## config.mk

```make
export PLATFORM = sky130hd
export DESIGN_NAME = input_conditioner
export DESIGN_NICKNAME = d
export VERILOG_FILES = /design/src/rtl/input_conditioner.sv
export SDC_FILE = /design/constraint.sdc
export NUM_CORES = 1
export LEC_CHECK = 0
export ABC_AREA = 0
export CAP_MARGIN = 10
export CORE_MARGIN = 10
export CORE_UTILIZATION = 40
export DETAILED_ROUTE_END_ITERATION = 16
export GPL_TIMING_DRIVEN = 0
export SETUP_SLACK_MARGIN = 0.05
export SLEW_MARGIN = 0
export SYNTH_ARGS = -nofsm -noshare
export SYNTH_HDL_FRONTEND = slang
export SYNTH_SLANG_ARGS = --single-unit
export TNS_END_PERCENT = 30
```

## constraint.sdc

```tcl
create_clock -name CLOCK_50 -period 14 [get_ports CLOCK_50]
set_input_delay 2.1 -clock CLOCK_50 [delete_from_list [all_inputs] [get_ports CLOCK_50]]
set_output_delay 2.1 -clock CLOCK_50 [all_outputs]
set_load 0.02 [all_outputs]
```

## src/rtl/input_conditioner.sv

```systemverilog
// Pushbutton front end for gamelogic: synchronise, debounce and pulse-shape the
// four DE1 keys, auto-repeat left/right, and pace piece descent with a gravity tick.
module input_conditioner #(
  parameter int DEBOUNCE_CYCLES = 1000000,
  parameter int REPEAT_DELAY    = 15000000,
  parameter int REPEAT_RATE     = 5000000,
  parameter int GRAVITY_PERIOD  = 25000000,
  parameter int FAST_PERIOD     = 2500000
) (
  input  logic       CLOCK_50,
  input  logic       reset,
  input  logic       key_left_n,
  input  logic       key_right_n,
  input  logic       key_rot_n,
  input  logic       key_drop_n,
  input  logic       pause,
  output logic       left_final,
  output logic       right_final,
  output logic       rot_final,
  output logic       tick_gravity,
  output logic       drop_held,
  output logic [1:0] left_state_o,
  output logic [1:0] right_state_o
);

  localparam int DB_W   = $clog2(DEBOUNCE_CYCLES - 1) + 1;
  localparam int RP_MAX = (REPEAT_DELAY > REPEAT_RATE) ? REPEAT_DELAY - 1 : REPEAT_RATE - 1;
  localparam int RP_W   = $clog2(RP_MAX) + 1;
  localparam int GR_MAX = (GRAVITY_PERIOD > FAST_PERIOD) ? GRAVITY_PERIOD - 1 : FAST_PERIOD - 1;
  localparam int GR_W   = $clog2(GR_MAX) + 1;

  localparam logic [DB_W-1:0] DB_TERM   = DB_W'(DEBOUNCE_CYCLES - 1);
  localparam logic [RP_W-1:0] RD_TERM   = RP_W'(REPEAT_DELAY - 1);
  localparam logic [RP_W-1:0] RR_TERM   = RP_W'(REPEAT_RATE - 1);
  localparam logic [GR_W-1:0] GRAV_TERM = GR_W'(GRAVITY_PERIOD - 1);
  localparam logic [GR_W-1:0] FAST_TERM = GR_W'(FAST_PERIOD - 1);

  typedef enum logic [1:0] {
    ST_IDLE   = 2'd0,
    ST_DELAY  = 2'd1,
    ST_REPEAT = 2'd2
  } rpt_state_e;

  // Key index: 0 left, 1 right, 2 rotate, 3 soft-drop (1 = pressed).
  logic [3:0]      raw_pressed;
  logic [3:0]      sync1_q, sync2_q, deb_q;
  logic [2:0]      deb_dly_q;
  logic [DB_W-1:0] db_cnt_q [4];
  logic [2:0]      rise;

  assign raw_pressed = ~{key_drop_n, key_rot_n, key_right_n, key_left_n};
  assign rise        = deb_q[2:0] & ~deb_dly_q;

  always_ff @(posedge CLOCK_50 or posedge reset) begin
    if (reset) begin
      sync1_q   <= '0;
      sync2_q   <= '0;
      deb_q     <= '0;
      deb_dly_q <= '0;
      for (int k = 0; k < 4; k++) db_cnt_q[k] <= '0;
    end else begin
      sync1_q   <= raw_pressed;
      sync2_q   <= sync1_q;
      deb_dly_q <= deb_q[2:0];
      for (int k = 0; k < 4; k++) begin
        if (sync2_q[k] == deb_q[k]) begin
          db_cnt_q[k] <= '0;
        end else if (db_cnt_q[k] == DB_TERM) begin
          deb_q[k]    <= ~deb_q[k];
          db_cnt_q[k] <= '0;
        end else begin
          db_cnt_q[k] <= db_cnt_q[k] + DB_W'(1);
        end
      end
    end
  end

  rpt_state_e      rpt_st_q  [2];
  logic [RP_W-1:0] rpt_cnt_q [2];
  logic [1:0]      want;
  logic            left_q, right_q, rot_q;

  // A key "wants" a pulse on its press edge or when its repeat counter hits terminal.
  always_comb begin
    want = '0;
    for (int k = 0; k < 2; k++) begin
      if (deb_q[k]) begin
        case (rpt_st_q[k])
          ST_IDLE:   want[k] = rise[k];
          ST_DELAY:  want[k] = !pause && (rpt_cnt_q[k] == RD_TERM);
          ST_REPEAT: want[k] = !pause && (rpt_cnt_q[k] == RR_TERM);
          default:   want[k] = 1'b0;
        endcase
      end
    end
  end

  always_ff @(posedge CLOCK_50 or posedge reset) begin
    if (reset) begin
      left_q  <= 1'b0;
      right_q <= 1'b0;
      rot_q   <= 1'b0;
      for (int k = 0; k < 2; k++) begin
        rpt_st_q[k]  <= ST_IDLE;
        rpt_cnt_q[k] <= '0;
      end
    end else begin
      // Simultaneous left and right cancel each other; counters keep running.
      left_q  <= want[0] & ~want[1];
      right_q <= want[1] & ~want[0];
      rot_q   <= rise[2];
      for (int k = 0; k < 2; k++) begin
        if (!deb_q[k]) begin
          rpt_st_q[k]  <= ST_IDLE;
          rpt_cnt_q[k] <= '0;
        end else begin
          case (rpt_st_q[k])
            ST_IDLE: begin
              if (rise[k]) begin
                rpt_st_q[k]  <= ST_DELAY;
                rpt_cnt_q[k] <= '0;
              end
            end
            ST_DELAY: begin
              if (!pause) begin
                if (rpt_cnt_q[k] == RD_TERM) begin
                  rpt_st_q[k]  <= ST_REPEAT;
                  rpt_cnt_q[k] <= '0;
                end else begin
                  rpt_cnt_q[k] <= rpt_cnt_q[k] + RP_W'(1);
                end
              end
            end
            ST_REPEAT: begin
              if (!pause) begin
                if (rpt_cnt_q[k] == RR_TERM) rpt_cnt_q[k] <= '0;
                else rpt_cnt_q[k] <= rpt_cnt_q[k] + RP_W'(1);
              end
            end
            default: rpt_st_q[k] <= ST_IDLE;
          endcase
        end
      end
    end
  end

  logic [GR_W-1:0] grav_cnt_q, grav_term;
  logic            tick_q, drop_held_q;

  // ">=" lets a soft-drop that starts late in a slow period tick right away.
  assign grav_term = drop_held_q ? FAST_TERM : GRAV_TERM;

  always_ff @(posedge CLOCK_50 or posedge reset) begin
    if (reset) begin
      grav_cnt_q  <= '0;
      tick_q      <= 1'b0;
      drop_held_q <= 1'b0;
    end else begin
      drop_held_q <= deb_q[3];
      tick_q      <= 1'b0;
      if (!pause) begin
        if (grav_cnt_q >= grav_term) begin
          tick_q     <= 1'b1;
          grav_cnt_q <= '0;
        end else begin
          grav_cnt_q <= grav_cnt_q + GR_W'(1);
        end
      end
    end
  end

  assign left_final    = left_q;
  assign right_final   = right_q;
  assign rot_final     = rot_q;
  assign tick_gravity  = tick_q;
  assign drop_held     = drop_held_q;
  assign left_state_o  = rpt_st_q[0];
  assign right_state_o = rpt_st_q[1];

endmodule
```

# Word level (Yosys, flattened, before mapping)
# Cells that the tools add are included.
[totals] input_bits=7 reg_bits=184
[op_classes] n_lt_le_gt_ge=1 bitwise=15 eq_ne=28 muxes=40 addsub=7 n_reduce_logical=15
[op_table] cell="$mux 25" n=13
[op_table] cell="$mux 21" n=8
[op_table] cell="$pmux 25 s3" n=2
[op_table] cell="$add 21x1->21 const B" n=4
[op_table] cell="$eq 21x20->1 const B" n=4
[op_table] cell="$add 25x1->25 const B" n=2
[op_table] cell="$eq 25x23->1 const B" n=2
[op_table] cell="$eq 25x24->1 const B" n=2
[op_table] cell="$add 26x1->26 const B" n=1
[op_table] cell="$ge 26x25->1" n=1
[op_table] cell="$mux 26" n=1
[op_table] cell="$ne 3x3->1 const B" n=8
[op_table] cell="$mux 2" n=8
[op_table] cell="$reduce_and 4->1" n=4
[op_table] cell="$pmux 2 s3" n=2
[op_table] cell="$not 1->1" n=10
[op_table] cell="$ne 4x1->1 const B" n=2
[op_table] cell="$reduce_and 2->1" n=4
[op_table] cell="$pmux 1 s3" n=2
[op_table] cell="$eq 1x1->1" n=4
[op_table] cell="$eq 2x1->1 const B" n=2
[op_table] cell="$eq 2x2->1 const B" n=2
[op_table] cell="$logic_and 1x1->1" n=4
[op_table] cell="$logic_not 2->1" n=2
[op_table] cell="7 further kinds" n=12

# Depth between registers and ports, before layout
[logic_depth] word_depth=6 depth_mapped=9 ltp_nobuf=8

# Worst setup path after synthesis
# No wires, ideal clock.
[synth_path] path_kind="input -> register" start="input pause" end="register rpt_cnt_q[21] (netlist name)" cell_stages=7 setup_ns=0.118 t_arrival_ns=3.835 required_ns=13.882 slack_ns=10.047 path_buffers=1 path_cell_list="clkbuf_1 > o21a_1 > o31a_1 > nor4_1 > nand3_1 > xor2_1 > nor2_1"
[synth_between] elab_chain_len=2 word_cells_on_any_way=3
[synth_rtl] item="start, declared" line_no="16" source="input logic pause,"
[synth_rtl] item="$ne 3x3->1 (no source line)"
[synth_rtl] item="$reduce_and 4->1 (no source line) *"
[synth_rtl] item="end signal, assigned by index" line_no="130" source="rpt_cnt_q[k] <= rpt_cnt_q[k] + RP_W'(1);"
[synth_rtl] item="end signal, assigned by index" line_no="137" source="else rpt_cnt_q[k] <= rpt_cnt_q[k] + RP_W'(1);"
[synth_rtl] item="end, declared" line_no="79" source="logic [RP_W-1:0] rpt_cnt_q [2];"
# Every way passes the cells marked *; elsewhere a longest branch is shown, timed or not.
# A chain may end at the register's enable or synchronous reset.

# Final worst setup path
[layout_path] start="input pause" end="register rpt_cnt_q[40] (netlist name)"
# Same word-level chain as after synthesis.

==> results.sh <==
export IMPL_status="complete, no violations"
export IMPL_powerDensity_nw_per_um2=102
export IMPL_seqCellArea_um2=4600
export IMPL_crit_path_start_kind="input pin"
export IMPL_max_slew_margin_rel=0.306
export IMPL_yosysMostFrequentCell="dfrtp_1"
export IMPL_leakage_nw=4.50
export IMPL_switching_power_mw=0.272
export IMPL_cts_sink_count=184
export IMPL_dp_hpwl_mm=12.0
export IMPL_vias_per_cell=5.07
export IMPL_dpl_cell_count=1291
export IMPL_htree_levels=4
export IMPL_io_pins=16
export IMPL_start_util=0.410
export IMPL_seq_area_frac_synth=0.493
export IMPL_ant_nets=0
export IMPL_cts_buffer_depth=2
export IMPL_synth_top_cell_area_share=0.493
export IMPL_grtUsageTotal=0.122
export IMPL_fp_row_count=55
export IMPL_fin_crit_sh=0.289
export IMPL_synth_top_area_cell="dfrtp_1"
export IMPL_grt_max_degree=121
export IMPL_grt_pass1_vias=6514
export IMPL_yosys_top_cells_count="dfrtp_1, nor2_1, xor2_1, nand2_1, nand3_1"
export IMPL_fin_ws_ns=9.95
export IMPL_worst_slew_pin_slew_ns=1.03
export IMPL_drive_gt1_frac=0.0564
export IMPL_overflow=0
export IMPL_utilization=0.459
export IMPL_ys_warn_count=0
export IMPL_routabilityCongestion=0.779
export IMPL_period_needed_ns=4.05
export IMPL_clk_latency_ns=0.43
export IMPL_fp_dieH_um=173
export IMPL_tritoncts="done"
export IMPL_whs_ns=0.356
export IMPL_setup_viol=0
export IMPL_drv_slew=0
export IMPL_synthCells=963
export IMPL_intPower_mw=0.800
export IMPL_stdcell_count=1324
export IMPL_pwr_share_seq=0.520
export IMPL_fin_nets=1035
export IMPL_post_cts_setup_buffer_count=0
export IMPL_yosys_top_cells_area="dfrtp_1, xor2_1, nor2_1"
export IMPL_ys_ff_latch=184
export IMPL_drt_wirelength_per_cell_um=13.3
export IMPL_synthFlopType="dfrtp_1"
export IMPL_required_ns=14.30
export IMPL_cts_buffers=17
export IMPL_worstPathArrival_ns=4.35
export IMPL_drt_wl_total_mm=17.7
export IMPL_cp_end_kind="flip-flop"
export IMPL_drv_cap=0
export IMPL_die_w_um=173
export IMPL_netlist_area_um2=9330
export IMPL_synth_distinct_cells=52
export IMPL_dp_slack_ns=9.43
export IMPL_async_flop_share=1.00
export IMPL_core_area_um2=22800
export IMPL_ir_worst_vdd_uv=53.2
export IMPL_first_pass_iters=5
export IMPL_syn_nets=1000
export IMPL_root_buffer="clkbuf_16"
export IMPL_fin_skew_ns=0.00943
export IMPL_tns_ns=0
export IMPL_fmax_mhz=247
export IMPL_grt_pass1_wl_mm=31.6
export IMPL_hp_class="reg2reg"
export IMPL_antenna_cells=0
export IMPL_grt_setup_unrepaired="false"
export IMPL_critPathMaxFanout=10
export IMPL_synth_edf_count=0
export IMPL_multi_input_area_um2=4520
export IMPL_power_share_combinational=0.049
export IMPL_fillers=2137
export IMPL_finalHoldViolCount=0
export IMPL_vias=6716
export IMPL_die_area_um2=29800
export IMPL_power_share_clock=0.431
export IMPL_drtIter0Drc=461
export IMPL_path_class="in2reg"
export IMPL_antenna_found_initial=0
export IMPL_syn2layout_area_growth_pct=12.1
export IMPL_syn_area_per_cell_um2=9.69
export IMPL_cts_hold_buffers=0
export IMPL_drc=0
export IMPL_swShare=0.254
export IMPL_post_cts_resized=0
export IMPL_clk_pin_slew_ns=0.07
export IMPL_port_buffer_count=14
## stage by stage
| step | power, mW | instance area, µm² |
|---|---|---|
| 2_1_floorplan | 0.606 | 9330 |
| 3_3_place_gp | 0.619 | 9860 |
| 3_5_place_dp | 0.622 | 9900 |
| 4_1_cts | 1.09 | 10500 |
| 5_1_grt | 1.12 | 10500 |
| 6_report | 1.07 | 10500 |
## cells in the final DEF (no fill, tap or decap), types with 5 or more instances in the layout
| master | netlist | final |
|---|---|---|
| and4_1 | 8 | 8 |
| inv_6 | 0 | 7 |
| a21oi_1 | 14 | 14 |
| or2_2 | 5 | 5 |
| nor4_1 | 13 | 13 |
| a21o_1 | 8 | 8 |
| dfrtp_1 | 184 | 184 |
| clkbuf_1 | 19 | 19 |
| nand2_1 | 67 | 67 |
| or3_1 | 15 | 15 |
| nor2b_1 | 12 | 12 |
| xnor2_1 | 48 | 48 |
| o21ai_0 | 29 | 29 |
| inv_1 | 26 | 25 |
| nand3_1 | 62 | 62 |
| clkdlybuf4s50_1 | 0 | 14 |
| a22o_1 | 11 | 11 |
| nand2b_1 | 5 | 5 |
| or4_1 | 6 | 6 |
| nand4_1 | 32 | 32 |
| ha_1 | 30 | 30 |
| and3_1 | 26 | 26 |
| nor2_1 | 172 | 172 |
| xor2_1 | 78 | 78 |
| mux2_2 | 5 | 5 |
| nor3_1 | 30 | 30 |
| clkbuf_16 | 0 | 17 |
| and2_1 | 6 | 6 |
| nor4b_1 | 6 | 6 |
## power by group through the flow
stage	Clock (mW)	Combinational, mW	Sequential [mW]
global placement	0	0.0519	0.568
finish	0.461	0.0524	0.558
global route	0.499	0.0617	0.560
CTS	0.476	0.0541	0.557
floorplan	0	0.0415	0.565
detailed placement	0	0.0539	0.568
## metal layers
metal  up-vias  track usage  wire length, µm
li1       3391            -                -
met1      3264        0.169             9010
met2        55        0.186             8140
met3         6       0.0294              425
met4         0       0.0352              102
met5         -            0                0
## logic make-up after synthesis
group,after synthesis,share of synthesized area
buffers and inverters,47,0.0219
XOR/XNOR,126,0.118
adder cells (fa/ha/maj),30,0.0402
multiplexers,6,0.00711
flip-flops,184,0.493
AO/OA/AOI/OAI,86,0.0610
AND/OR/NAND/NOR,484,0.258
## critical path, stage by stage
cell      delay [ns]
clkbuf_1        0.22
o21a_1          0.19
o31ai_1         0.85
and2_1          0.23
clkbuf_1        0.26
clkbuf_1        0.39
nor2_1          0.10
## flip-flops by register name (all words and copies together) (netlist names)
name and cells:
drop_held 1, sync1_q 4, db_cnt_q 84, deb_dly_q 3
tick_gravity 1, rpt_cnt_q 50, grav_cnt_q 26, rot_final 1
left_final 1, right_state_o 2, right_final 1, left_state_o 2
deb_q 4, sync2_q 4
## path summary, 6_finish.rpt
check | startpoint | to | slack, ns | depth (start not counted)
worst max-delay path | pause | rpt_cnt_q[40] | 9.95 | 7
worst min-delay path | sync1_q[2] | sync2_q[2] | 0.36 | 0
worst max register to register | drop_held | grav_cnt_q[6] | 10.83 | 9
worst min register to register | sync1_q[2] | sync2_q[2] | 0.36 | 0
max in group asynchronous | reset | db_cnt_q[16] | 10.97 | 3
min in group asynchronous | reset | rpt_cnt_q[20] | 2.10 | 2
## area by class of cell
class / count / area share
plain buffers: 21 / 0.0102
well taps: 313 / 0.0374
inverters: 26 / 0.0101
flip-flops and latches: 184 / 0.440
clock buffers: 17 / 0.0407
clock inverters: 15 / 0.0124
multi-input cells: 732 / 0.432
repair buffers: 16 / 0.0165
Power figures use the tool's default switching activity.
